File: src/rtl/axi_lite_mem_master.sv
// Bridges a core req/gnt/rvalid memory port to an AXI4-Lite master, one transaction in flight.
// Read and write completions both return on rvalid_o; error responses feed a saturating counter.
//
// state   | meaning
// IDLE    | waiting for req_i, grant is combinational
// RD_ADDR | ARVALID held until ARREADY
// RD_DATA | RREADY high, waiting for RVALID
// WR_REQ  | AWVALID/WVALID each held until their own handshake
// WR_RESP | BREADY high, waiting for BVALID
// RESP    | one-cycle rvalid_o pulse, no grant
module axi_lite_mem_master #(
  parameter int         ADDR_WIDTH    = 32,
  parameter int         DATA_WIDTH    = 32,
  parameter logic [2:0] AXI_PROT      = 3'b000,
  parameter int         ERR_CNT_WIDTH = 16,
  localparam int        STRB          = DATA_WIDTH / 8
) (
  input  logic                     clk,
  input  logic                     rst,
  input  logic                     req_i,
  output logic                     gnt_o,
  input  logic [ADDR_WIDTH-1:0]    addr_i,
  input  logic                     we_i,
  input  logic [STRB-1:0]          be_i,
  input  logic [DATA_WIDTH-1:0]    wdata_i,
  output logic                     rvalid_o,
  output logic [DATA_WIDTH-1:0]    rdata_o,
  output logic                     err_o,
  output logic [ADDR_WIDTH-1:0]    m_axi_araddr,
  output logic                     m_axi_arvalid,
  output logic [2:0]               m_axi_arprot,
  input  logic                     m_axi_arready,
  input  logic [DATA_WIDTH-1:0]    m_axi_rdata,
  input  logic [1:0]               m_axi_rresp,
  input  logic                     m_axi_rvalid,
  output logic                     m_axi_rready,
  output logic [ADDR_WIDTH-1:0]    m_axi_awaddr,
  output logic                     m_axi_awvalid,
  output logic [2:0]               m_axi_awprot,
  input  logic                     m_axi_awready,
  output logic [DATA_WIDTH-1:0]    m_axi_wdata,
  output logic [STRB-1:0]          m_axi_wstrb,
  output logic                     m_axi_wvalid,
  input  logic                     m_axi_wready,
  input  logic [1:0]               m_axi_bresp,
  input  logic                     m_axi_bvalid,
  output logic                     m_axi_bready,
  output logic                     busy_o,
  output logic [ERR_CNT_WIDTH-1:0] err_count_o
);

  typedef enum logic [2:0] {IDLE, RD_ADDR, RD_DATA, WR_REQ, WR_RESP, RESP} state_e;

  state_e                   state_q, state_d;
  logic [ADDR_WIDTH-1:0]    addr_q, addr_d;
  logic [STRB-1:0]          be_q, be_d;
  logic [DATA_WIDTH-1:0]    wdata_q, wdata_d;
  logic                     aw_done_q, aw_done_d;
  logic                     w_done_q, w_done_d;
  logic [DATA_WIDTH-1:0]    rdata_q, rdata_d;
  logic                     err_q, err_d;
  logic [ERR_CNT_WIDTH-1:0] err_cnt_q, err_cnt_d;

  always_ff @(posedge clk) begin
    if (rst) begin
      state_q   <= IDLE;
      addr_q    <= '0;
      be_q      <= '0;
      wdata_q   <= '0;
      aw_done_q <= 1'b0;
      w_done_q  <= 1'b0;
      rdata_q   <= '0;
      err_q     <= 1'b0;
      err_cnt_q <= '0;
    end else begin
      state_q   <= state_d;
      addr_q    <= addr_d;
      be_q      <= be_d;
      wdata_q   <= wdata_d;
      aw_done_q <= aw_done_d;
      w_done_q  <= w_done_d;
      rdata_q   <= rdata_d;
      err_q     <= err_d;
      err_cnt_q <= err_cnt_d;
    end
  end

  always_comb begin
    state_d   = state_q;
    addr_d    = addr_q;
    be_d      = be_q;
    wdata_d   = wdata_q;
    aw_done_d = aw_done_q;
    w_done_d  = w_done_q;
    rdata_d   = rdata_q;
    err_d     = err_q;
    err_cnt_d = err_cnt_q;
    case (state_q)
      IDLE: begin
        if (req_i) begin
          // Byte offset is dropped here; sub-word access is expressed by be_i only.
          addr_d    = addr_i & ~ADDR_WIDTH'(3);
          be_d      = be_i;
          wdata_d   = wdata_i;
          aw_done_d = 1'b0;
          w_done_d  = 1'b0;
          state_d   = we_i ? WR_REQ : RD_ADDR;
        end
      end
      RD_ADDR: begin
        if (m_axi_arready) state_d = RD_DATA;
      end
      RD_DATA: begin
        if (m_axi_rvalid) begin
          rdata_d = m_axi_rdata;
          err_d   = m_axi_rresp[1];
          state_d = RESP;
        end
      end
      WR_REQ: begin
        if (m_axi_awready) aw_done_d = 1'b1;
        if (m_axi_wready)  w_done_d  = 1'b1;
        if (aw_done_d && w_done_d) state_d = WR_RESP;
      end
      WR_RESP: begin
        if (m_axi_bvalid) begin
          err_d   = m_axi_bresp[1];
          state_d = RESP;
        end
      end
      RESP: begin
        state_d = IDLE;
        if (err_q && (err_cnt_q != '1)) err_cnt_d = err_cnt_q + 1'b1;
      end
      default: state_d = IDLE;
    endcase
  end

  assign gnt_o         = req_i && (state_q == IDLE) && !rst;
  assign rvalid_o      = (state_q == RESP);
  assign rdata_o       = rdata_q;
  assign err_o         = err_q;
  assign busy_o        = (state_q != IDLE);
  assign err_count_o   = err_cnt_q;

  assign m_axi_araddr  = addr_q;
  assign m_axi_arvalid = (state_q == RD_ADDR);
  assign m_axi_arprot  = AXI_PROT;
  assign m_axi_rready  = (state_q == RD_DATA);

  assign m_axi_awaddr  = addr_q;
  assign m_axi_awvalid = (state_q == WR_REQ) && !aw_done_q;
  assign m_axi_awprot  = AXI_PROT;
  assign m_axi_wdata   = wdata_q;
  assign m_axi_wstrb   = be_q;
  assign m_axi_wvalid  = (state_q == WR_REQ) && !w_done_q;
  assign m_axi_bready  = (state_q == WR_RESP);

endmodule

File: config.mk
export PLATFORM = sky130hd
export DESIGN_NAME = axi_lite_mem_master
export DESIGN_NICKNAME = d
export VERILOG_FILES = /design/src/rtl/axi_lite_mem_master.sv
export SDC_FILE = /design/constraint.sdc
export NUM_CORES = 1
export LEC_CHECK = 0
export ABC_AREA = 1
export CAP_MARGIN = 0
export CELL_PAD_IN_SITES_DETAIL_PLACEMENT = 0
export CELL_PAD_IN_SITES_GLOBAL_PLACEMENT = 2
export CORE_UTILIZATION = 18
export CTS_CLUSTER_SIZE = 40
export DETAILED_ROUTE_END_ITERATION = 8
export PLACE_DENSITY_LB_ADDON = 0.3
export RECOVER_POWER = 100
export SETUP_SLACK_MARGIN = 0.2
export SYNTH_ARGS = -nofsm -noshare
export SYNTH_HDL_FRONTEND = slang
export SYNTH_SLANG_ARGS = --single-unit
File: constraint.sdc
create_clock -name clk -period 1.5 [get_ports clk]
set_clock_uncertainty 0.2 [all_clocks]
set_input_delay 0.3 -clock clk [delete_from_list [all_inputs] [get_ports clk]]
set_output_delay 0.3 -clock clk [all_outputs]
set_load 0.01 [all_outputs]
==> flow_summary.json, run 1 <==
{
  "outcome": "finished with violations",
  "failed_checks": "negative setup slack",
  "critPathSlowestCell": "dfxtp_4",
  "vias": 5731,
  "tightest_slew_ns": 0.502,
  "wirelength_um": 21600,
  "clkPwrFrac_pct": 23.4,
  "ff2ff_setup_slack_ns": -0.25,
  "layout_commonest_cell": "buf_6",
  "clk_latency_ns": 0.42,
  "fin_setup_tns_ns": -22.79,
  "avgSynthCellArea_um2": 7.37,
  "coreArea_mm2": 0.0281,
  "die_y_um": 172,
  "ir_worst_vdd_mv": 0.732,
  "p_sw_mw": 6.44,
  "worst_setup_path_start_kind": "flip-flop",
  "fillers": 2951,
  "slowest_delay_ns": 0.37,
  "antenna_found_initial": 1,
  "port_buffers": 261,
  "start_util_pct": 18.5,
  "cts_tree": "yes",
  "drive_gt1_share_pct": 52.1,
  "drt_iter0_markers": 133,
  "gp_congestion": 0.731,
  "cp_max_fo": 4,
  "via_per_inst": 3.92,
  "p_leak_nw": 4.80,
  "crit_cells": 5,
  "dp.cells": 1339,
  "setup_ws_ns": -0.305,
  "yosys_warnings": 0,
  "die_area_mm2": 0.0295,
  "clk_path_buf_depth": 2,
  "end_kind": "primary output",
  "crit_buf_inv": 2,
  "intPower_mw": 11.8,
  "max_freq_mhz": 554,
  "wl_per_cell_um": 14.8,
  "cts-root-buf": "clkbuf_16",
  "cts_made_buffers": 17,
  "crit_chain": "inv_4 > nor2_4 > nand2_4 > nor2_1 > buf_4",
  "required_ns": 1.00,
  "drc": 0,
  "rsz0062_at_grt": "true",
  "hold_class": "in -> reg",
  "hold_viol_final": 0,
  "layout.nets": 1185,
  "ioPinCount": 276,
  "drv_slew": 0,
  "drtAntennaViolNets": 0,
  "yosysSeqAreaShare_pct": 46.3,
  "synth.distinct_cells": 26,
  "ff2ff_path_depth": 10,
  "synth_cells": 704,
  "synth-seq-cells": 120,
  "drv_cap": 0,
  "grt_max_degree": 67,
  "path_clk_slew_ns": 0.06,
  "hold_slack_ns": 0.173,
  "ctsHoldBuffers": 0,
  "area_delta_synth_final_pct": 120,
  "cts_sinks": 120,
  "seq_power_share_pct": 25.6,
  "swShare_pct": 35.2,
  "grt_usage_pct": 13.0,
  "power_frac_comb_pct": 51.0,
  "firstDrtPassIters": 4,
  "setup_viol": 131,
  "power.total_mw": 18.3,
  "holdPathStages": 3,
  "period_needed_ns": 1.81,
  "crit_arrival_ns": 1.31,
  "htree_num_levels": 4,
  "fin_cells": 1462,
  "maxSlewHeadroom_pct": 66.5,
  "path_delay_family": "flip-flops",
  "grt_pass1_wl_um": 29100,
  "layout_common_cells": "buf_6, clkdlybuf4s50_1, dfxtp_1",
  "post-route-period-util_pct": 120,
  "rows": 61,
  "overflow": 0,
  "synth_area_mm2": 0.00519,
  "dpl.hpwl_um": 13100,
  "dieWidth_um": 172,
  "power_density_mw_per_mm2": 1600,
  "pre_cts_slack_ns": -0.670,
  "grt_pass1_vias": 5295,
  "critical_path_class": "reg -> out"
}
## layout make-up
cell class / instances / area [µm²] / share of cell area (%)
timing repair buffer: 412 / 4540 / 39.8
multi-input combinational: 417 / 2930 / 25.7
sequential: 120 / 2440 / 21.4
tap: 378 / 473 / 4.15
clock buffer: 19 / 443 / 3.89
inverter: 103 / 418 / 3.67
clock inverter: 12 / 151 / 1.33
antenna: 1 / 2.50 / 0.0220
## layer usage
| layer | global-route usage [%] | wire length (µm) |
|---|---|---|
| met1 | 15.2 | 9000 |
| met2 | 21.8 | 10900 |
| met3 | 5.32 | 1520 |
| met4 | 3.58 | 223 |
| met5 | 0 | 8 |
## cells by family (layout without fill, tap and decap cells)
logic type / count (synthesis) / after routing / synth area share [%]
flip-flops: 120 / 120 / 46.3
buffers and inverters: 177 / 546 / 17.1
adder cells (fa/ha/maj): 1 / 1 / 0.241
AND/OR/NAND/NOR: 226 / 227 / 18.8
AO/OA/AOI/OAI: 176 / 176 / 17.0
XOR/XNOR: 3 / 3 / 0.506
other: 1 / 11 / 0.0723
## synth_stat cells
library cell / n / area [µm²]
buf_4: 42 / 315
nor2_1: 119 / 447
nand2_2: 2 / 12.5
buf_2: 14 / 70.1
nor2_4: 3 / 33.8
buf_6: 6 / 67.6
inv_1: 98 / 368
nand3_4: 2 / 35.0
o21ai_0: 98 / 490
ha_1: 1 / 12.5
nand3_1: 24 / 120
inv_6: 1 / 8.76
inv_2: 4 / 15.0
conb_1: 1 / 3.75
dfxtp_1: 120 / 2400
o21ai_1: 4 / 20.0
nor3_1: 2 / 10.0
buf_1: 1 / 3.75
nand4_1: 1 / 6.26
clkbuf_1: 11 / 41.3
a21oi_1: 74 / 370
nand2_1: 64 / 240
nor2_2: 3 / 18.8
xor2_1: 3 / 26.3
nand3_2: 2 / 20.0
nand3b_1: 4 / 30.0
## metrics by stage
| step | instance area (µm²) | util (%) |
|---|---|---|
| 2_1_floorplan | 5300 | - |
| 3_3_place_gp | 8410 | 29.9 |
| 3_5_place_dp | 8410 | 29.9 |
| 4_1_cts | 10400 | 37.0 |
| 5_1_grt | 11400 | 40.6 |
| 6_report | 11400 | 40.6 |
## worst min-delay path: stages
cell            delay, ns
dlymetal6s2s_1       0.19
buf_4                0.20
nor2_2               0.07
## flip-flops by register name, summed over array words and instances, names as in the netlist
signal        count
err_o             1
err_count_o      16
w_done_q          1
m_axi_araddr     30
m_axi_wstrb       4
rdata_o          32
aw_done_q         1
state_q           3
m_axi_wdata      32
## power groups by stage
stage               sequential, mW  combinational, mW  clock (mW)
global route                  4.79               10.0        4.56
floorplan                     4.87               2.63           0
CTS                           4.85               7.51        4.42
global placement              4.55               5.89           0
detailed placement            4.57               5.89           0
finish                        4.69               9.33        4.27
## path summary, 6_finish.rpt
path                        start         endpoint
setup / recovery       state_q[1]     m_axi_wvalid
hold / removal                rst   err_count_o[8]
setup reg to reg       state_q[1]      rdata_o[19]
hold reg to reg   m_axi_wdata[26]  m_axi_wdata[26]
## timing repair
item / in CTS / in global routing
setup buffers: 36 / 30
hold endpoints to repair: 0 / 0
setup endpoints to repair: 273 / 273
pin swaps: 37 / 44
gates resized for setup: 1121 / 187
cloned: 8 / 17
Power figures use the tool's default switching activity.
==> inputs of run 2 (changes only) <==
- CTS_CLUSTER_SIZE: 40 -> default
==> results of run 2 <==
The final DEF is identical to that of run 1; final timing and power are the same.
==> inputs of run 3 (changes only) <==
- SKIP_LAST_GASP: default -> 1
==> run 3 against run 2 <==
The run still ends with negative setup slack left. Sequential share of layout area up 0.15 points. Final cell count rose by 0.27%. Via count rose by 0.24%. Critical path depth stayed put. Largest cell class unchanged.
==> flow_summary.json, run 3 (synthesis gave the netlist of run 1 again) <==
{
  "final_cell_area_mm2": 0.0113,
  "hold_viol_final": 0,
  "start_util_pct": 18.5,
  "setup_ws_ns": -0.299,
  "drive_gt1_share_pct": 50.3,
  "crit_arrival_ns": 1.30,
  "grt_usage_pct": 13.0,
  "dieWidth_um": 172,
  "holdPathStages": 3,
  "drt_iter0_markers": 169,
  "fin_util_pct": 40.3,
  "ff2ff_setup_slack_ns": -0.26,
  "wirelength_um": 22000,
  "power.total_mw": 18.3,
  "grt_pass1_vias": 5290,
  "via_per_inst": 3.92,
  "period_needed_ns": 1.80,
  "gp_congestion": 0.731,
  "die_area_mm2": 0.0295,
  "die_y_um": 172,
  "cts_sinks": 120,
  "end_kind": "primary output",
  "critical_path_class": "reg -> out",
  "met3WireLength_um": 1510,
  "seqCellArea_mm2": 0.00244,
  "outcome": "finished with violations",
  "cp_max_fo": 3,
  "fillers": 2961,
  "drv_slew": 0,
  "wl_per_cell_um": 15.0,
  "cts_made_buffers": 17,
  "crit_start": "state_q[1]",
  "slowest_delay_ns": 0.36,
  "worstReg2RegEnd": "rdata_o[19]",
  "crit_chain": "nor2_4 > buf_4 > inv_2 > nor2_1 > buf_4",
  "max_freq_mhz": 556,
  "cp_common_cell": "buf_4",
  "antenna_found_initial": 1,
  "overflow": 0,
  "cts-root-buf": "clkbuf_16",
  "cts_tree": "yes",
  "wl_met2_um": 10900,
  "worstSetupEndpoint": "m_axi_arvalid",
  "htree_num_levels": 4,
  "fin_setup_tns_ns": -24.70,
  "multiInputGateArea_mm2": 0.00280,
  "met1_length_um": 9330,
  "path_clk_slew_ns": 0.06,
  "r2r-start": "state_q[1]",
  "crit_cells": 5,
  "dpl-instance-area_mm2": 0.00841,
  "firstDrtPassIters": 5,
  "dpl.hpwl_um": 13100,
  "p_leak_nw": 4.81,
  "top_layer_used": "met5",
  "rows": 61,
  "drv_cap": 0,
  "post-route-period-util_pct": 120,
  "path_delay_family": "flip-flops",
  "crit_buf_inv": 3,
  "clk_path_buf_depth": 2,
  "vias": 5745,
  "layout.nets": 1189,
  "ir_worst_vdd_mv": 0.741,
  "rsz0062_at_grt": "true",
  "port_buffers": 261,
  "grt_max_degree": 67,
  "coreArea_mm2": 0.0281,
  "drtAntennaViolNets": 0,
  "layout_common_cells": "buf_6, clkdlybuf4s50_1, dfxtp_1",
  "grt_pass1_wl_um": 29100,
  "power_density_mw_per_mm2": 1620,
  "setup_viol": 131,
  "layout_commonest_cell": "buf_6",
  "ff2ff_path_depth": 10,
  "critPathSlowestCell": "dfxtp_4",
  "drc": 0,
  "area_delta_synth_final_pct": 118,
  "required_ns": 1.00,
  "worst_setup_path_start_kind": "flip-flop",
  "ioPinCount": 276,
  "failed_checks": "negative setup slack",
  "clk_latency_ns": 0.42,
  "hold_class": "in -> reg"
}
[run 3: metrics by stage]
| step | std cells | hold slack (ns) | worst slack (ns) |
|---|---|---|---|
| floorplan | 713 | 0.164 | -0.0630 |
| global placement | 1339 | 0.231 | -0.648 |
| detailed placement | 1339 | 0.235 | -0.670 |
| CTS | 1414 | 0.243 | -0.354 |
| global route | 1465 | 0.166 | -0.367 |
| finish | 1466 | 0.165 | -0.299 |
[run 3: worst min-delay path by stage]
stage	from	endpoint	slack [ns]
after floorplan	rst	err_count_o[0]	0.16
after global placement	m_axi_wdata[20]	m_axi_wdata[20]	0.23
after detailed placement	m_axi_wdata[23]	m_axi_wdata[23]	0.24
after CTS	m_axi_rdata[13]	rdata_o[13]	0.24
after global routing	rst	err_count_o[8]	0.17
final	rst	err_count_o[8]	0.17
[run 3: power by group]
group          total [mW]  leakage (nW)  switching [mW]  internal [mW]
Clock                4.28         0.285            1.64           2.65
Combinational        9.35          3.53            4.11           5.24
Sequential           4.68         0.994           0.673           4.01
Total                18.3          4.81            6.43           11.9
[run 3: final cells by class]
cell class	instances	share of cell area (%)
repair buffers	416	40.5
multi-input cells	417	24.8
flip-flops and latches	120	21.6
well taps	378	4.18
clock buffers	19	3.91
inverters	103	3.69
clock inverters	12	1.34
diodes	1	0.0221
[run 3: layer usage]
metal | track usage (%) | up-vias
met5 | 0 | -
met4 | 3.39 | 2
met3 | 5.27 | 15
met2 | 21.9 | 147
met1 | 15.3 | 2651
li1 | - | 2930
[run 3: repair_timing]
action	in CTS	in global routing
resized for setup	1041	235
cloned	8	19
hold buffers	0	0
endpoints found under the hold margin	0	0
endpoints found under the setup margin	273	273
pin swaps	35	40
setup buffers	36	32
[run 3: worst min-delay path: cells and delay by family]
| kind | cells | cell delay, ns |
|---|---|---|
| AND/OR/NAND/NOR | 1 | 0.07 |
| buffers and inverters | 2 | 0.38 |
